## config.mk

```make
export PLATFORM = sky130hd
export DESIGN_NAME = capture_seq_flat
export DESIGN_NICKNAME = d
export VERILOG_FILES = /design/src/rtl/capture_seq_if.sv /design/src/rtl/capture_seq.sv /design/src/flat_wrapper.sv
export SDC_FILE = /design/constraint.sdc
export NUM_CORES = 1
export LEC_CHECK = 0
export ABC_AREA = 1
export CAP_MARGIN = 20
export CORE_ASPECT_RATIO = 0.5
export CORE_MARGIN = 1
export CORE_UTILIZATION = 37
export DETAILED_ROUTE_END_ITERATION = 12
export GPL_TIMING_DRIVEN = 0
export PLACE_DENSITY_LB_ADDON = 0.1
export SETUP_SLACK_MARGIN = 0.5
export SLEW_MARGIN = 20
export SYNTH_ARGS = -nofsm -noshare
export SYNTH_HDL_FRONTEND = slang
export SYNTH_SLANG_ARGS = --single-unit
```

## constraint.sdc

```tcl
create_clock -name clk -period 4.6 [get_ports clk]
set_clock_uncertainty 0.1 [all_clocks]
set_input_delay 0.92 -clock clk [delete_from_list [all_inputs] [get_ports clk]]
set_output_delay 0.92 -clock clk [all_outputs]
set_load 0.02 [all_outputs]
```

## src/rtl/capture_seq_if.sv

```systemverilog
// Signal bundle between capture_seq, the command/config block, the trigger logic and the sample RAM.
// The optional force_trig input (CAP_FORCE_TRIG_EN) is a plain port on capture_seq.
interface capture_seq_if #(
    parameter int LOG2 = 9
);
    logic              run;
    logic              wrt_smpl;
    logic              triggered;
    logic [15:0]       trig_pos;
    logic              capture_done;
    logic              we;
    logic [LOG2-1:0]   waddr;
    logic              armed;
    logic              set_capture_done;
    logic [LOG2-1:0]   trace_start;
    logic              busy;

    // Command/trigger side drives the controls and observes the sequencer.
    modport master (
        output run, wrt_smpl, triggered, trig_pos, capture_done,
        input  we, waddr, armed, set_capture_done, trace_start, busy
    );

    modport slave (
        input  run, wrt_smpl, triggered, trig_pos, capture_done,
        output we, waddr, armed, set_capture_done, trace_start, busy
    );
endinterface

```

## src/rtl/capture_seq.sv

```systemverilog
// capture_seq: circular-buffer capture sequencer (pre-trigger history, trigger, post-trigger fill).
// Define CAP_FORCE_TRIG_EN to add the force_trig input, which acts as a trigger while ARMED.
module capture_seq #(
    parameter int ENTRIES = 384,
    parameter int LOG2    = 9
) (
    input  logic         clk,
    input  logic         rst,
`ifdef CAP_FORCE_TRIG_EN
    input  logic         force_trig,
`endif
    capture_seq_if.slave bus
);

    localparam int              CNT_W     = 17;
    localparam logic [CNT_W-1:0] ENT_C    = CNT_W'(ENTRIES);
    localparam logic [LOG2-1:0]  LAST_ADR = LOG2'(ENTRIES - 1);

    typedef enum logic [2:0] {
        S_IDLE,
        S_PRETRIG,
        S_ARMED,
        S_POST,
        S_DONE
    } state_t;

    state_t             r_state;
    state_t             w_state_nxt;
    logic [LOG2-1:0]    r_waddr;
    logic [LOG2-1:0]    w_waddr_inc;
    logic [CNT_W-1:0]   r_pre_cnt;
    logic [CNT_W-1:0]   r_post_cnt;
    logic [CNT_W-1:0]   r_p;
    logic [CNT_W-1:0]   r_q;
    logic [CNT_W-1:0]   w_p_eff;
    logic [CNT_W-1:0]   w_q_eff;
    logic [CNT_W-1:0]   w_pre_inc;
    logic [CNT_W-1:0]   w_post_inc;
    logic               r_armed;
    logic               r_set_done;
    logic [LOG2-1:0]    r_trace_start;
    logic               w_we;
    logic               w_start;
    logic               w_trig_hit;
    logic               w_done_entry;

    // Clamp the raw post-trigger request into 1..ENTRIES.
    function automatic logic [CNT_W-1:0] eff_post(input logic [15:0] tp);
        logic [CNT_W-1:0] tp_ext;
        tp_ext = {1'b0, tp};
        if (tp == 16'd0) begin
            return CNT_W'(1);
        end else if (tp_ext > ENT_C) begin
            return ENT_C;
        end else begin
            return tp_ext;
        end
    endfunction

    assign w_p_eff     = eff_post(bus.trig_pos);
    assign w_q_eff     = ENT_C - w_p_eff;
    assign w_pre_inc   = r_pre_cnt + CNT_W'(1);
    assign w_post_inc  = r_post_cnt + CNT_W'(1);
    assign w_waddr_inc = (r_waddr == LAST_ADR) ? '0 : r_waddr + LOG2'(1);

`ifdef CAP_FORCE_TRIG_EN
    assign w_trig_hit  = bus.wrt_smpl & (bus.triggered | force_trig);
`else
    assign w_trig_hit  = bus.wrt_smpl & bus.triggered;
`endif

    always_comb begin
        w_state_nxt = r_state;
        w_we        = 1'b0;
        w_start     = 1'b0;
        unique case (r_state)
            S_IDLE: begin
                if (bus.run) begin
                    w_start     = 1'b1;
                    w_state_nxt = (w_q_eff == '0) ? S_ARMED : S_PRETRIG;
                end
            end
            S_PRETRIG: begin
                w_we = bus.wrt_smpl;
                if (!bus.run) begin
                    w_state_nxt = S_IDLE;
                end else if (bus.wrt_smpl && (w_pre_inc == r_q)) begin
                    w_state_nxt = S_ARMED;
                end
            end
            S_ARMED: begin
                w_we = bus.wrt_smpl;
                if (!bus.run) begin
                    w_state_nxt = S_IDLE;
                end else if (w_trig_hit) begin
                    w_state_nxt = (r_p == CNT_W'(1)) ? S_DONE : S_POST;
                end
            end
            S_POST: begin
                w_we = bus.wrt_smpl;
                if (!bus.run) begin
                    w_state_nxt = S_IDLE;
                end else if (bus.wrt_smpl && (w_post_inc == r_p)) begin
                    w_state_nxt = S_DONE;
                end
            end
            S_DONE: begin
                if (!bus.capture_done) begin
                    w_state_nxt = S_IDLE;
                end
            end
            default: begin
                w_state_nxt = S_IDLE;
            end
        endcase
    end

    // Abort paths go to IDLE, so DONE is only ever entered on a completed capture.
    assign w_done_entry = (w_state_nxt == S_DONE) && (r_state != S_DONE);

    always_ff @(posedge clk) begin
        if (rst) begin
            r_state       <= S_IDLE;
            r_waddr       <= '0;
            r_pre_cnt     <= '0;
            r_post_cnt    <= '0;
            r_p           <= CNT_W'(1);
            r_q           <= '0;
            r_armed       <= 1'b0;
            r_set_done    <= 1'b0;
            r_trace_start <= '0;
        end else begin
            r_state    <= w_state_nxt;
            r_armed    <= (w_state_nxt == S_ARMED) || (w_state_nxt == S_POST);
            r_set_done <= w_done_entry;

            if (w_start) begin
                r_waddr    <= '0;
                r_pre_cnt  <= '0;
                r_post_cnt <= '0;
                r_p        <= w_p_eff;
                r_q        <= w_q_eff;
            end else begin
                if (w_we) begin
                    r_waddr <= w_waddr_inc;
                end
                if ((r_state == S_PRETRIG) && w_we) begin
                    r_pre_cnt <= w_pre_inc;
                end
                if ((r_state == S_ARMED) && w_trig_hit) begin
                    r_post_cnt <= CNT_W'(1);
                end else if ((r_state == S_POST) && w_we) begin
                    r_post_cnt <= w_post_inc;
                end
            end

            // Oldest sample of the finished capture sits just past the final write.
            if (w_done_entry) begin
                r_trace_start <= w_waddr_inc;
            end
        end
    end

    assign bus.we               = w_we;
    assign bus.waddr            = r_waddr;
    assign bus.armed            = r_armed;
    assign bus.set_capture_done = r_set_done;
    assign bus.trace_start      = r_trace_start;
    assign bus.busy             = (r_state == S_PRETRIG) || (r_state == S_ARMED) || (r_state == S_POST);

endmodule

```

## src/flat_wrapper.sv

```systemverilog
// flat-port wrapper written by rule: the top's interface ports become plain ports
module capture_seq_flat 
#(
    parameter int ENTRIES = 384,
    parameter int LOG2    = 9
)
  (clk, rst, bus_run, bus_wrt_smpl, bus_triggered, bus_trig_pos, bus_capture_done, bus_we, bus_waddr, bus_armed, bus_set_capture_done, bus_trace_start, bus_busy);
  capture_seq_if #(.LOG2(LOG2)) bus_i ();
  input  logic clk;
  input  logic rst;
  input wire logic [$bits(bus_i.run)-1:0] bus_run;
  input wire logic [$bits(bus_i.wrt_smpl)-1:0] bus_wrt_smpl;
  input wire logic [$bits(bus_i.triggered)-1:0] bus_triggered;
  input wire logic [$bits(bus_i.trig_pos)-1:0] bus_trig_pos;
  input wire logic [$bits(bus_i.capture_done)-1:0] bus_capture_done;
  output wire logic [$bits(bus_i.we)-1:0] bus_we;
  output wire logic [$bits(bus_i.waddr)-1:0] bus_waddr;
  output wire logic [$bits(bus_i.armed)-1:0] bus_armed;
  output wire logic [$bits(bus_i.set_capture_done)-1:0] bus_set_capture_done;
  output wire logic [$bits(bus_i.trace_start)-1:0] bus_trace_start;
  output wire logic [$bits(bus_i.busy)-1:0] bus_busy;
  assign bus_i.run = bus_run;
  assign bus_i.wrt_smpl = bus_wrt_smpl;
  assign bus_i.triggered = bus_triggered;
  assign bus_i.trig_pos = bus_trig_pos;
  assign bus_i.capture_done = bus_capture_done;
  assign bus_we = bus_i.we;
  assign bus_waddr = bus_i.waddr;
  assign bus_armed = bus_i.armed;
  assign bus_set_capture_done = bus_i.set_capture_done;
  assign bus_trace_start = bus_i.trace_start;
  assign bus_busy = bus_i.busy;
  capture_seq #(.ENTRIES(ENTRIES), .LOG2(LOG2)) u_core (.clk(clk), .rst(rst), .bus(bus_i));
endmodule
```

==> results.cfg, run 1 <==
[placement]
gp_routability_congestion = 0.8673
postPlaceCellArea_mm2 = 0.005784
dp.cells = 1013
hpwlAfterDp_um = 10260
portBuffers = 42

[clock_tree]
h_tree_levels = 3
insertion_delay_ns = 0.35
postCtsHoldBufs = 0
cts.clk_slew.worst_paths_ns = 0.07
cts_root_buf = sky130_fd_sc_hd__clkbuf_16
clock_sinks = 90
cts_tree = built
cts_buffer_depth = 2
cts_made_buffers = 9

[grt]
grt_start_max_net_pins = 18
globalRouteTotalUtil_pct = 20.22
grt_remaining_overflow = 0
via_count_of_the_first_global_routing_pass = 4741
grt_pass1_wl_um = 23210
initial_antenna_violation_count = 0

[power_and_ir_drop]
sum_of_internal_switching_and_leakage_power_w = 0.001852
vdd_drop_max_uv = 157.9
cell_internal_pwr_w = 0.001329
cellLeakagePower_nw = 2.638
power.combinational.fraction_pct = 13.4
p_seq_share_pct = 44.7
power.net_switching_w = 0.0005231
pwr_cell_area_mw_per_mm2 = 303.1
clock_power_share_pct = 41.9
switching_share_pct = 28.24

[route]
wl_per_cell_um = 12.98
route.antenna.remaining_nets = 0
firstDrtPassIters = 5
detailroute.via_count = 4901
remaining_drc_errors = 0
drt-vias-per-instance = 4.758
drtIter0Drc = 313
drt_wl_total_um = 13370

[setup_path]
critical_path.slowest_cell = sky130_fd_sc_hd__clkdlybuf4s50_1
cp_num_buf_inv = 4
critical_path_class = input pin to primary output
start_kind = input pin
critical_path_required_ns = 3.58
path_delay_family = buffers and inverters
cpPeakStageDelay_ns = 0.65
worstPathMaxFanout = 10
critPathArrivalTime_ns = 2.81
end_kind = primary output
critical-path-top-cell-by-count = sky130_fd_sc_hd__clkdlybuf4s50_1
critical_path_cell_sequence = clkdlybuf4s50_1 > inv_1 > nor3_4 > clkbuf_2 > clkdlybuf4s50_1

[logic_synthesis]
synth_cell_types = 46
synth.yosys.warnings = 0
post_synthesis_cell_count = 785
mappedNetlistArea_mm2 = 0.005131
synth.net_count = 811
synthArstFlopShare_pct = 0
number_of_synthesized_flops_with_an_enable_pin = 0
ys_ff_latch = 90
synth_area_per_cell_um2 = 6.537
synth-main-ff-cell = sky130_fd_sc_hd__dfxtp_1
synth-seq-area-share_pct = 35.11

[floorplanning]
floorplan.initialDensity_pct = 39.17
die_width_um = 168.5
std_cell_rows = 29
die-area_mm2 = 0.01437
design.portCount = 44
dieHeight_um = 85.27
core-area_mm2 = 0.01310

[timing]
fin_worst_hold_slack_ns = 0.3294
final_max_slew_viol_count = 0
slew_headroom_pct = 45.43
setup_viol = 0
final_critical_delay_including_setup_and_external_delays_ns = 3.831
finalHoldViolCount = 0
min_period_over_period_pct = 83.27
worst_pin_slew_ns = 0.8155
fmax_achieved_mhz = 261.1
grt_setup_unrepaired = false

[finish]
drive_above_1_share_pct = 6.043
utilization_pct = 46.65
postLayoutCellArea_mm2 = 0.006111
multiInputGateArea_mm2 = 0.002779
stdcell_count = 1030
num-fill-cells = 1379
final_net_count = 865
final-seq-area_mm2 = 0.001802
antennaDiodeCount = 0
area.growth.synth_to_final_pct = 19.09

[flow_run]
drv_cap = 0

[worst_hold_path]
hold_class = flip-flop to flip-flop

[status]
run_status = completed
## Yosys cell counts, drive strengths merged, types with 2 or more instances
master  instances  area (um2)
nor3           13       81.33
xnor2           3       26.28
or2             2       12.51
clkbuf         14       62.56
nand2         188       730.7
a22o            2       17.52
o21bai          8       60.06
nand4          16       100.1
o211ai          4       30.03
xor2           13       113.9
a211oi          3       22.52
ha              4       50.05
o22ai           9       56.30
dfxtp          90        1802
and2            2       12.51
o21ai          56       284.0
nand3          57       295.3
a21oi          52       267.8
xnor3           4       90.09
buf             4       37.54
nor2          110       454.2
inv           122       457.9
## flip-flops by register name (all words and copies together), names as in the netlist
| signal | cells |
|---|---|
| u_core.r_q | 17 |
| u_core.bus.trace_start | 9 |
| u_core.r_post_cnt | 17 |
| u_core.bus.waddr | 9 |
| u_core.bus.set_capture_done | 1 |
| u_core.bus.armed | 1 |
| u_core.r_p | 16 |
| u_core.r_pre_cnt | 17 |
| u_core.r_state | 3 |
## cell families (layout without fill, tap and decap cells)
family	count (synthesis)	after routing	share of synthesized area (%)
AO/OA/AOI/OAI	141	141	15.48
XOR/XNOR	20	20	4.487
adder cells (fa/ha/maj)	4	4	0.9754
buffers and inverters	141	200	10.95
flip-flops	90	90	35.11
AND/OR/NAND/NOR	389	389	32.99
## final timing paths
path	from	slack, ns	endpoint	depth (start not counted)
worst max-delay path	bus_wrt_smpl	0.77	bus_we	5
worst min-delay path	u_core.r_q[9]$_SDFFE_PP0P_	0.33	u_core.r_q[9]$_SDFFE_PP0P_	2
worst min register to register	u_core.r_q[9]$_SDFFE_PP0P_	0.33	u_core.r_q[9]$_SDFFE_PP0P_	2
worst max register to register	u_core.r_state[2]$_SDFF_PP0_	1.96	u_core.r_pre_cnt[8]$_SDFFE_PP0P_	9
## routing by layer
layer	GRT usage [%]	share of wire [%]
met1	28.36	54
met2	32.59	43
met3	3.778	2.8
met4	3.719	0.40
met5	0	0
## cells in the final DEF (no fill, tap or decap), types with 2 or more instances in the layout
cell / instances
sky130_fd_sc_hd__nor2_2: 7
sky130_fd_sc_hd__dfxtp_1: 90
sky130_fd_sc_hd__o21ai_0: 52
sky130_fd_sc_hd__xnor3_1: 4
sky130_fd_sc_hd__nand2_4: 2
sky130_fd_sc_hd__inv_1: 120
sky130_fd_sc_hd__a21oi_2: 2
sky130_fd_sc_hd__xnor2_1: 3
sky130_fd_sc_hd__nor3_1: 10
sky130_fd_sc_hd__o21bai_1: 8
sky130_fd_sc_hd__and2_1: 2
sky130_fd_sc_hd__a211oi_1: 3
sky130_fd_sc_hd__xor2_1: 13
sky130_fd_sc_hd__clkbuf_16: 9
sky130_fd_sc_hd__buf_2: 2
sky130_fd_sc_hd__nand4_1: 16
sky130_fd_sc_hd__clkdlybuf4s50_1: 42
sky130_fd_sc_hd__nand3_1: 55
sky130_fd_sc_hd__or2_2: 2
sky130_fd_sc_hd__nor2_1: 101
sky130_fd_sc_hd__a21oi_1: 50
sky130_fd_sc_hd__o211ai_1: 4
sky130_fd_sc_hd__a22o_1: 2
sky130_fd_sc_hd__nor3_4: 2
sky130_fd_sc_hd__ha_1: 4
sky130_fd_sc_hd__buf_4: 2
sky130_fd_sc_hd__o21ai_1: 3
sky130_fd_sc_hd__inv_2: 2
sky130_fd_sc_hd__nand2_2: 4
sky130_fd_sc_hd__nand3_2: 2
sky130_fd_sc_hd__o22ai_1: 9
sky130_fd_sc_hd__nand2_1: 182
sky130_fd_sc_hd__inv_6: 3
sky130_fd_sc_hd__clkbuf_1: 12
## through the flow
step	setup TNS [ns]	setup WS (ns)
2_1_floorplan	0	1.694
6_report	0	0.7695
5_1_grt	0	0.6786
3_3_place_gp	-0.002558	-0.002558
3_5_place_dp	0	0.002353
4_1_cts	0	0.6283
## timing repair
action	CTS	global route
endpoints found under the setup margin	1	1
resized for setup	3	0
gates cloned	0	0
setup buffers	0	1
pin swaps	0	1
## power groups by stage
stage | registers, W | clock network (W) | logic [W]
after floorplan | 0.000852 | 0 | 0.000138
after global placement | 0.000845 | 0 | 0.000243
after detailed placement | 0.000845 | 0 | 0.000244
after CTS | 0.000827 | 0.000793 | 0.000247
after global routing | 0.000832 | 0.000829 | 0.000280
final | 0.000827 | 0.000776 | 0.000249
## area by class of cell
class / instances / area share (%)
clock buffers: 9 / 3.686
multi-input cells: 554 / 45.48
plain buffers: 18 / 1.658
repair buffers: 43 / 7.002
flip-flops and latches: 90 / 29.48
clock inverters: 7 / 1.331
well taps: 186 / 3.808
inverters: 123 / 7.555
## tightest hold or removal path, cell delays in order, from the launching register on
cell and delay [ns]:
sky130_fd_sc_hd__dfxtp_1 0.31, sky130_fd_sc_hd__inv_1 0.05, sky130_fd_sc_hd__nor2_1 0.04
(Power assumes the default switching activity.)
==> inputs of run 2 (changes only) <==
==> constraint.sdc (replaced) <==
create_clock -name clk -period 3.1 [get_ports clk]
set_clock_uncertainty 0.1 [all_clocks]
set_input_delay 0.62 -clock clk [delete_from_list [all_inputs] [get_ports clk]]
set_output_delay 0.62 -clock clk [all_outputs]
set_load 0.02 [all_outputs]
==> results.cfg, run 2 (synthesis gave the netlist of run 1 again) <==
[placement]
gp_routability_congestion = 0.8673
place_worst_setup_slack_ns = -0.8976
postPlaceCellArea_mm2 = 0.005784
hpwlAfterDp_um = 10260
portBuffers = 42
dp.cells = 1013

[clock_tree]
cts.clk_slew.worst_paths_ns = 0.07
h_tree_levels = 3
cts_made_buffers = 9
postCtsHoldBufs = 0
cts_root_buf = sky130_fd_sc_hd__clkbuf_16
cts_tree = built
insertion_delay_ns = 0.35
cts_buffer_depth = 2
clock_sinks = 90

[grt]
initial_antenna_violation_count = 0
grt_remaining_overflow = 0
via_count_of_the_first_global_routing_pass = 4788
grt_pass1_wl_um = 23430
grt_start_max_net_pins = 18
globalRouteTotalUtil_pct = 20.46

[timing]
grt_setup_unrepaired = true
fin_tns_setup_ns = 0
slew_headroom_pct = 46.62
setup_viol = 0
final_critical_delay_including_setup_and_external_delays_ns = 2.462
final_max_slew_viol_count = 0
finalHoldViolCount = 0
fmax_achieved_mhz = 406.2
finalWorstSetupSlack_ns = 0.6383
min_period_over_period_pct = 79.41
worst_pin_slew_ns = 0.7978

[floorplanning]
dieHeight_um = 85.27
std_cell_rows = 29
die-area_mm2 = 0.01437
core-area_mm2 = 0.01310
floorplan.initialDensity_pct = 39.17
die_width_um = 168.5
design.portCount = 44

[route]
firstDrtPassIters = 5
drt_wl_total_um = 13860
detailroute.via_count = 5083
wl_per_cell_um = 13.18
met3RoutedLength_um = 478
drt-vias-per-instance = 4.832
remaining_drc_errors = 0
drt-met1-wl_um = 7179
drtIter0Drc = 306
route.antenna.remaining_nets = 0
highest_layer = met4
detailed_route_wirelength_on_metal2_um = 6149

[setup_path]
critical_path_class = input pin to flip-flop
critical_path_cell_sequence = dlygate4sd2_1 > nor2_2 > nand2_1 > o21ai_2 > nand4_1 > nand2_2 > inv_2 > ha_4 > nand2_1 > inv_2 > nand2_2 > nand2_1 > nand2_2 > nand3_2 > nor2_2 > nand2_2 > nand2_2 > nand2_2 > a21oi_2
cpPeakStageDelay_ns = 0.29
start_kind = input pin
critical_path_required_ns = 3.28
worstPathMaxFanout = 4
path_delay_family = simple AND/OR/NAND/NOR gates
end_kind = flip-flop
critPathArrivalTime_ns = 2.64
cp_num_buf_inv = 3
critical_path.slowest_cell = sky130_fd_sc_hd__dlygate4sd2_1
critical-path-top-cell-by-count = sky130_fd_sc_hd__nand2_2

[power_and_ir_drop]
vdd_drop_max_uv = 236.5
pwr_cell_area_mw_per_mm2 = 426.2
cellLeakagePower_nw = 2.900

[status]
run_status = completed

[finish]
top_library_cells_by_usage_in_the_layout_fill_and_taps_aside = sky130_fd_sc_hd__nand2_1, sky130_fd_sc_hd__inv_1, sky130_fd_sc_hd__nor2_1
area.growth.synth_to_final_pct = 26.92
final_net_count = 887
reg_top3 = u_core.r_post_cnt (17), u_core.r_pre_cnt (17), u_core.r_q (17)
postLayoutCellArea_mm2 = 0.006513
antennaDiodeCount = 0
layout_commonest_cell = sky130_fd_sc_hd__nand2_1
drive_above_1_share_pct = 14.90
utilization_pct = 49.72
stdcell_count = 1052

[worst_hold_path]
hold_class = flip-flop to flip-flop

[flow_run]
drv_cap = 0
## run 2: report_power, final
part | internal (W) | total (W) | switching (W)
registers | 0.00119 | 0.00123 | 0.0000350
clock network | 0.000640 | 0.00115 | 0.000514
logic | 0.000151 | 0.000394 | 0.000243
total | 0.00198 | 0.00278 | 0.000792
## run 2: metal layers
metal / track usage (%) / vias to the layer above
met5: 0 / -
met4: 3.719 / 0
met3: 3.778 / 5
met2: 33.08 / 78
met1: 28.64 / 2318
li1: - / 2682
## run 2: repair_timing
action                                  4_1_cts  5_1_grt
resized for setup                            27       73
hold endpoints to repair                      0        0
pin swaps                                     8       32
cloned                                        0        1
buffers inserted                              9       13
endpoints found under the setup margin        5       57
## run 2: worst register-to-register path, cell delays in order, from the launching register on
cell                      delay, ns
sky130_fd_sc_hd__dfxtp_4       0.38
sky130_fd_sc_hd__ha_4          0.14
sky130_fd_sc_hd__nand2_2       0.08
sky130_fd_sc_hd__nor2_4        0.19
sky130_fd_sc_hd__nand2_2       0.10
sky130_fd_sc_hd__inv_2         0.08
sky130_fd_sc_hd__nand2_1       0.06
sky130_fd_sc_hd__nand2_2       0.07
sky130_fd_sc_hd__nand2_1       0.06
sky130_fd_sc_hd__nand2_1       0.06
sky130_fd_sc_hd__nand2_1       0.06
sky130_fd_sc_hd__nor2_1        0.09
sky130_fd_sc_hd__nand3_1       0.12
sky130_fd_sc_hd__nor2_4        0.19
sky130_fd_sc_hd__nand3_4       0.12
sky130_fd_sc_hd__nand2_8       0.12
sky130_fd_sc_hd__buf_12        0.12
sky130_fd_sc_hd__nand3_1       0.07
sky130_fd_sc_hd__nand2_1       0.07
sky130_fd_sc_hd__nor2_1        0.03
## run 2: final timing paths
| check | end | from | cells after the start | slack, ns |
|---|---|---|---|---|
| worst min-delay path | u_core.r_q[9]$_SDFFE_PP0P_ | u_core.r_q[9]$_SDFFE_PP0P_ | 2 | 0.33 |
| worst max-delay path | u_core.bus.armed$_SDFF_PP0_ | bus_trig_pos[4] | 19 | 0.64 |
| worst min register to register | u_core.r_q[9]$_SDFFE_PP0P_ | u_core.r_q[9]$_SDFFE_PP0P_ | 2 | 0.33 |
| worst max register to register | u_core.bus.trace_start[8]$_SDFFE_PP0P_ | u_core.r_post_cnt[0]$_SDFFE_PP0P_ | 19 | 0.70 |
## run 2: layout make-up
type,instances,area (um2)
multi-input cells,554,2950
clock buffers,9,225.2
fillers,1351,6586
inverters,123,467.9
clock inverters,7,81.33
flip-flops and latches,90,1813
repair buffers,65,628.1
plain buffers,18,113.9
well taps,186,232.7
## run 2: metrics by stage
stage / hold WS [ns] / total power (W)
after floorplan: 0.3089 / 0.001469
after global placement: 0.3167 / 0.001614
after detailed placement: 0.3202 / 0.001616
after CTS: 0.3304 / 0.002779
after global routing: 0.3355 / 0.002905
final: 0.3305 / 0.002776
==> inputs of run 3 (changes only) <==
==> constraint.sdc (replaced) <==
create_clock -name clk -period 2.3 [get_ports clk]
set_clock_uncertainty 0.1 [all_clocks]
set_input_delay 0.46 -clock clk [delete_from_list [all_inputs] [get_ports clk]]
set_output_delay 0.46 -clock clk [all_outputs]
set_load 0.02 [all_outputs]
==> results.cfg, run 3 (synthesis gave the netlist of run 1 again) <==
[floorplanning]
die_width_um = 168.5
floorplan.initialDensity_pct = 39.17
die-area_mm2 = 0.01437
std_cell_rows = 29
dieHeight_um = 85.27
design.portCount = 44
core-area_mm2 = 0.01310

[placement]
portBuffers = 42
gp_routability_congestion = 0.8633
place_worst_setup_slack_ns = -1.300
hpwlAfterDp_um = 10230

[timing]
final_max_slew_viol_count = 0
fmax_achieved_mhz = 432.0
finalHoldViolCount = 0
fin_worst_hold_slack_ns = 0.3370
slew_headroom_pct = 64.51
setup_viol = 3
min_period_over_period_pct = 100.6
final_critical_delay_including_setup_and_external_delays_ns = 2.315
worst_pin_slew_ns = 0.5324
grt_setup_unrepaired = true
finalWorstSetupSlack_ns = -0.01457

[finish]
final_net_count = 912
antennaDiodeCount = 0
layout_commonest_cell = sky130_fd_sc_hd__nand2_1
drive_above_1_share_pct = 28.73
num-fill-cells = 1307
reg_top3 = u_core.r_post_cnt (17), u_core.r_pre_cnt (17), u_core.r_q (17)
area.growth.synth_to_final_pct = 37.65
top_library_cells_by_usage_in_the_layout_fill_and_taps_aside = sky130_fd_sc_hd__nand2_1, sky130_fd_sc_hd__inv_1, sky130_fd_sc_hd__nor2_1, sky130_fd_sc_hd__dfxtp_1, sky130_fd_sc_hd__a21oi_1

[worst_hold_path]
hold_depth = 2
hold_class = flip-flop to flip-flop
timing.hold.worst.start = u_core.r_q[9]$_SDFFE_PP0P_
hold-path-endpoint = u_core.r_q[9]$_SDFFE_PP0P_

[clock_tree]
cts_tree = built
cts_buffer_depth = 2
cts_made_buffers = 9
h_tree_levels = 3
cts.clk_slew.worst_paths_ns = 0.08
insertion_delay_ns = 0.35
cts_root_buf = sky130_fd_sc_hd__clkbuf_16
clock_sinks = 90
postCtsHoldBufs = 0

[route]
firstDrtPassIters = 5
detailroute.via_count = 5317
route.antenna.remaining_nets = 0
drt-vias-per-instance = 4.937
remaining_drc_errors = 0
drtIter0Drc = 308
wl_per_cell_um = 13.66
drt_wl_total_um = 14710

[setup_path]
critical-path-top-cell-by-count = sky130_fd_sc_hd__nand2_2
worst_r2r_startpoint = u_core.r_post_cnt[0]$_SDFFE_PP0P_
critical_path_cell_sequence = ha_4 > nand2_4 > nor2_4 > nand2_4 > inv_4 > nand2_2 > nand2_2 > nand2_2 > nand2_2 > nand2_2 > nor2_2 > nand3_2 > nor2_4 > nand3_4 > nand2_8 > buf_12 > nand3_2 > nand2_2 > nor2_2
worstRegToRegCells = 19
setup_slack_of_the_worst_register_to_register_path_ns = -0.01
start_kind = flip-flop
critical_path_class = flip-flop to flip-flop
critical_path_required_ns = 2.45
critPathArrivalTime_ns = 2.46
end_kind = flip-flop
cpPeakStageDelay_ns = 0.37
critical_path.slowest_cell = sky130_fd_sc_hd__dfxtp_4
worstPathMaxFanout = 5
critical_path.reg2reg.endpoint = u_core.bus.trace_start[3]$_SDFFE_PP0P_

[power_and_ir_drop]
sum_of_internal_switching_and_leakage_power_w = 0.003815
clock_power_share_pct = 41.1
p_seq_share_pct = 43.5
pwr_cell_area_mw_per_mm2 = 540.2
vdd_drop_max_uv = 355.7
power.net_switching_w = 0.001118
power.combinational.fraction_pct = 15.4
cellLeakagePower_nw = 3.165
switching_share_pct = 29.29
cell_internal_pwr_w = 0.002698

[status]
failing_checks = setup timing
run_status = finished, violations left

[grt]
grt_remaining_overflow = 0
grt_pass1_wl_um = 24240
via_count_of_the_first_global_routing_pass = 5065
initial_antenna_violation_count = 0
grt_start_max_net_pins = 18
globalRouteTotalUtil_pct = 21.17

[flow_run]
drv_cap = 0
-- run 3: cell count changes in the layout (fill, tap and decap cells not counted), sizes merged, moves of 2 or more --
cell,previous run,this run
inv,126,128
clkdlybuf4s50,24,3
dlymetal6s2s,12,0
dlygate4sd2,3,20
clkbuf,26,24
buf,26,69
-- run 3: final cells by class --
class	count	area [um2]	area share, %
sequential	90	1833	25.95
multi-input combinational	554	3287	46.54
clock inverter	7	81.33	1.151
inverter	123	481.7	6.820
clock buffer	9	225.2	3.189
timing repair buffer	90	779.5	11.04
buffer	18	142.6	2.019
tap	186	232.7	3.295
-- run 3: critical path, delay by kind of cell (launching register included) --
kind | cells | cell delay [ns]
fa+ha+maj | 1 | 0.15
buf+inv | 2 | 0.21
simple gates | 16 | 1.39
flops | 1 | 0.37
-- run 3: repair_timing --
item	4_1_cts	5_1_grt
gates cloned	0	1
setup buffers	36	11
gates resized for setup	214	90
endpoints found under the setup margin	111	72
pin swaps	50	42
-- run 3: stage by stage --
stage | TNS, ns | cells | utilization [%] | instance area [um2]
detailed placement | -25.49 | 1013 | 44.64 | 5847
global route | -1.745 | 1077 | 53.92 | 7063
floorplan | 0 | 785 | - | 5194
CTS | -0.03957 | 1065 | 51.07 | 6689
global placement | -26.12 | 1013 | 44.64 | 5847
finish | -0.02144 | 1077 | 53.92 | 7063
-- run 3: power groups by stage --
| stage | clock network, W | logic (W) | registers (W) |
|---|---|---|---|
| 2_1_floorplan | 0 | 0.000280 | 0.00170 |
| 3_3_place_gp | 0 | 0.000492 | 0.00169 |
| 3_5_place_dp | 0 | 0.000495 | 0.00169 |
| 4_1_cts | 0.00160 | 0.000543 | 0.00166 |
| 5_1_grt | 0.00167 | 0.000646 | 0.00167 |
| 6_report | 0.00157 | 0.000587 | 0.00166 |
-- run 3: worst max path at each step --
stage,start,to,slack (ns),cells past startpoint
floorplan,u_core.r_post_cnt[1]$_SDFFE_PP0P_,u_core.bus.trace_start[3]$_SDFFE_PP0P_,0.24,19
global placement,bus_wrt_smpl,bus_we,-1.29,5
detailed placement,bus_wrt_smpl,bus_we,-1.30,5
CTS,u_core.r_post_cnt[1]$_SDFFE_PP0P_,u_core.bus.trace_start[3]$_SDFFE_PP0P_,-0.02,18
global route,u_core.r_post_cnt[4]$_SDFFE_PP0P_,u_core.bus.trace_start[2]$_SDFFE_PP0P_,-0.17,16
finish,u_core.r_post_cnt[0]$_SDFFE_PP0P_,u_core.bus.trace_start[3]$_SDFFE_PP0P_,-0.01,19
-- run 3: routing by layer --
| metal | vias up | routed length, um | share of wire, % | global-route usage [%] |
|---|---|---|---|---|
| met3 | 23 | 467 | 3.2 | 4.618 |
| met5 | - | 0 | 0 | 0 |
| li1 | 2743 | - | - | - |
| met2 | 83 | 6716 | 46 | 35.91 |
| met1 | 2468 | 7279 | 49 | 27.15 |
| met4 | 0 | 246 | 1.7 | 6.116 |
==> variant, RTL diff (settings of run 1) <==
Reset style: asynchronous (`rst`), changed in one clocked block.
--- a/src/rtl/capture_seq.sv
+++ b/src/rtl/capture_seq.sv
@@ -118,7 +118,7 @@
     // Abort paths go to IDLE, so DONE is only ever entered on a completed capture.
     assign w_done_entry = (w_state_nxt == S_DONE) && (r_state != S_DONE);
 
-    always_ff @(posedge clk) begin
+    always_ff @(posedge clk or posedge rst) begin
         if (rst) begin
             r_state       <= S_IDLE;
             r_waddr       <= '0;
Check against the original RTL: differs if rst is asserted again (counterexample within 4 cycles, from zero or initial values and one cycle with rst high); with rst held inactive, the same outputs for 4 cycles.
==> variant against run 1 <==
Final cell count is 0.39% higher; synthesized area up 5.4%; wire length rose by 8.6%; sequential cell count did not move; final area increased by 4.7%; setup slack better by 1.3 ps; via count rose by 2.2%.
Power is not compared: it rests on default switching activity, and its combinational part moved more than twofold at a synthesized area within 25%.
==> variant: results <==
{
  "vias": 5011,
  "place_area_um2": 6110,
  "track_usage": 0.206,
  "synth.area.top_cells": "dfrtp_1 (41%), nand2_1 (18%), inv_1 (8.0%), nand3_1 (7.5%), nor2_1 (5.0%)",
  "met3WireLength_um": 660,
  "drt_iter0_drc": 379,
  "min_path_cells": 2,
  "dp.final_hpwl_mm": 10.8,
  "grt_pass1_wl_mm": 24.3,
  "numPortBuffers": 43,
  "syn_area_per_cell_um2": 6.92,
  "r2r_start": "u_core.r_state[2]",
  "synth-xor-area-share": 0.0220,
  "vias_per_cell": 4.85,
  "whs_ps": 381,
  "cpPeakStageDelay_ps": 670,
  "async_flop_share": 1.00,
  "met2_length_mm": 6.18,
  "peakVddDrop_mv": 0.259,
  "synth_top_family_by_area": "simple AND/OR/NAND/NOR gates",
  "min_from": "u_core.bus.trace_start[0]",
  "synth_ff_type": "dfrtp_1",
  "synth_commonest_cells": "nand2_1 (263), inv_1 (115), dfrtp_1 (89)",
  "status": "finished, final reports clean",
  "wl_met1_mm": 7.55,
  "grt_pass1_vias": 4709,
  "synthAdderAreaFrac": 0.00925,
  "syn-num-nets": 808,
  "wl_per_cell_um": 14.0,
  "dr.pass1.iters": 6,
  "gp_congestion": 0.892,
  "synth_compound_area_frac": 0.0823,
  "crit_fanout": 8,
  "grt_max_degree": 62,
  "fin_nets": 863,
  "reg2reg_depth": 7,
  "hold_end": "u_core.bus.trace_start[0]",
  "nFillCells": 1430,
  "grt_use_met2": 0.328,
  "ctsResizeCount": 0,
  "use_met1": 0.289,
  "use_met3": 0.0484,
  "worst_pin_slew_ps": 587,
  "ys_seq_area_frac": 0.417,
  "placedCellCount": 1018,
  "reg2reg_to": "u_core.r_pre_cnt[6]"
}
## variant: changes by cell type after synthesis, sizes merged, moves of 6 or more
cell | before | now
nand3 | 57 | 82
o21ai | 56 | 33
o22ai | 9 | 32
a21oi | 52 | 3
xor2 | 13 | 7
nand2 | 188 | 270
nor2 | 110 | 81
o21bai | 8 | 1
dfxtp | 90 | 0
dfrtp | 0 | 89
clkbuf | 14 | 7
nand3b | 0 | 9
## variant: logic make-up after synthesis
logic type | Yosys count
compound gates | 76
xor+xnor | 12
fa+ha+maj | 4
buf+inv | 131
flops | 90
simple gates | 469
## variant: cell type report
type | instances | area, um2 | share of cell area
multi-input cells | 561 | 2660 | 0.415
well taps | 192 | 240 | 0.0375
flip-flops and latches | 90 | 2250 | 0.352
repair buffers | 44 | 458 | 0.0716
inverters | 120 | 455 | 0.0712
plain buffers | 11 | 50.0 | 0.00782
clock buffers | 9 | 225 | 0.0352
clock inverters | 7 | 61.3 | 0.00958
## variant: critical path, delay by kind of cell
| kind | cells | cell delay [ps] |
|---|---|---|
| buffers and inverters | 3 | 1560 |
| AND/OR/NAND/NOR | 1 | 330 |
## variant: report_power, final
group | switching, uW | leakage (uW) | internal, uW | total [uW]
clock | 359 | 0.000140 | 379 | 738
sequential | 71.3 | 0.00124 | 856 | 927
combinational | 404 | 0.00175 | 208 | 612
## variant: worst max-delay path by stage
stage            startpoint                    to
2_1_floorplan           rst      u_core.bus.armed
3_3_place_gp            rst  u_core.r_post_cnt[4]
3_5_place_dp   bus_wrt_smpl                bus_we
4_1_cts        bus_wrt_smpl                bus_we
5_1_grt        bus_wrt_smpl                bus_we
6_report       bus_wrt_smpl                bus_we
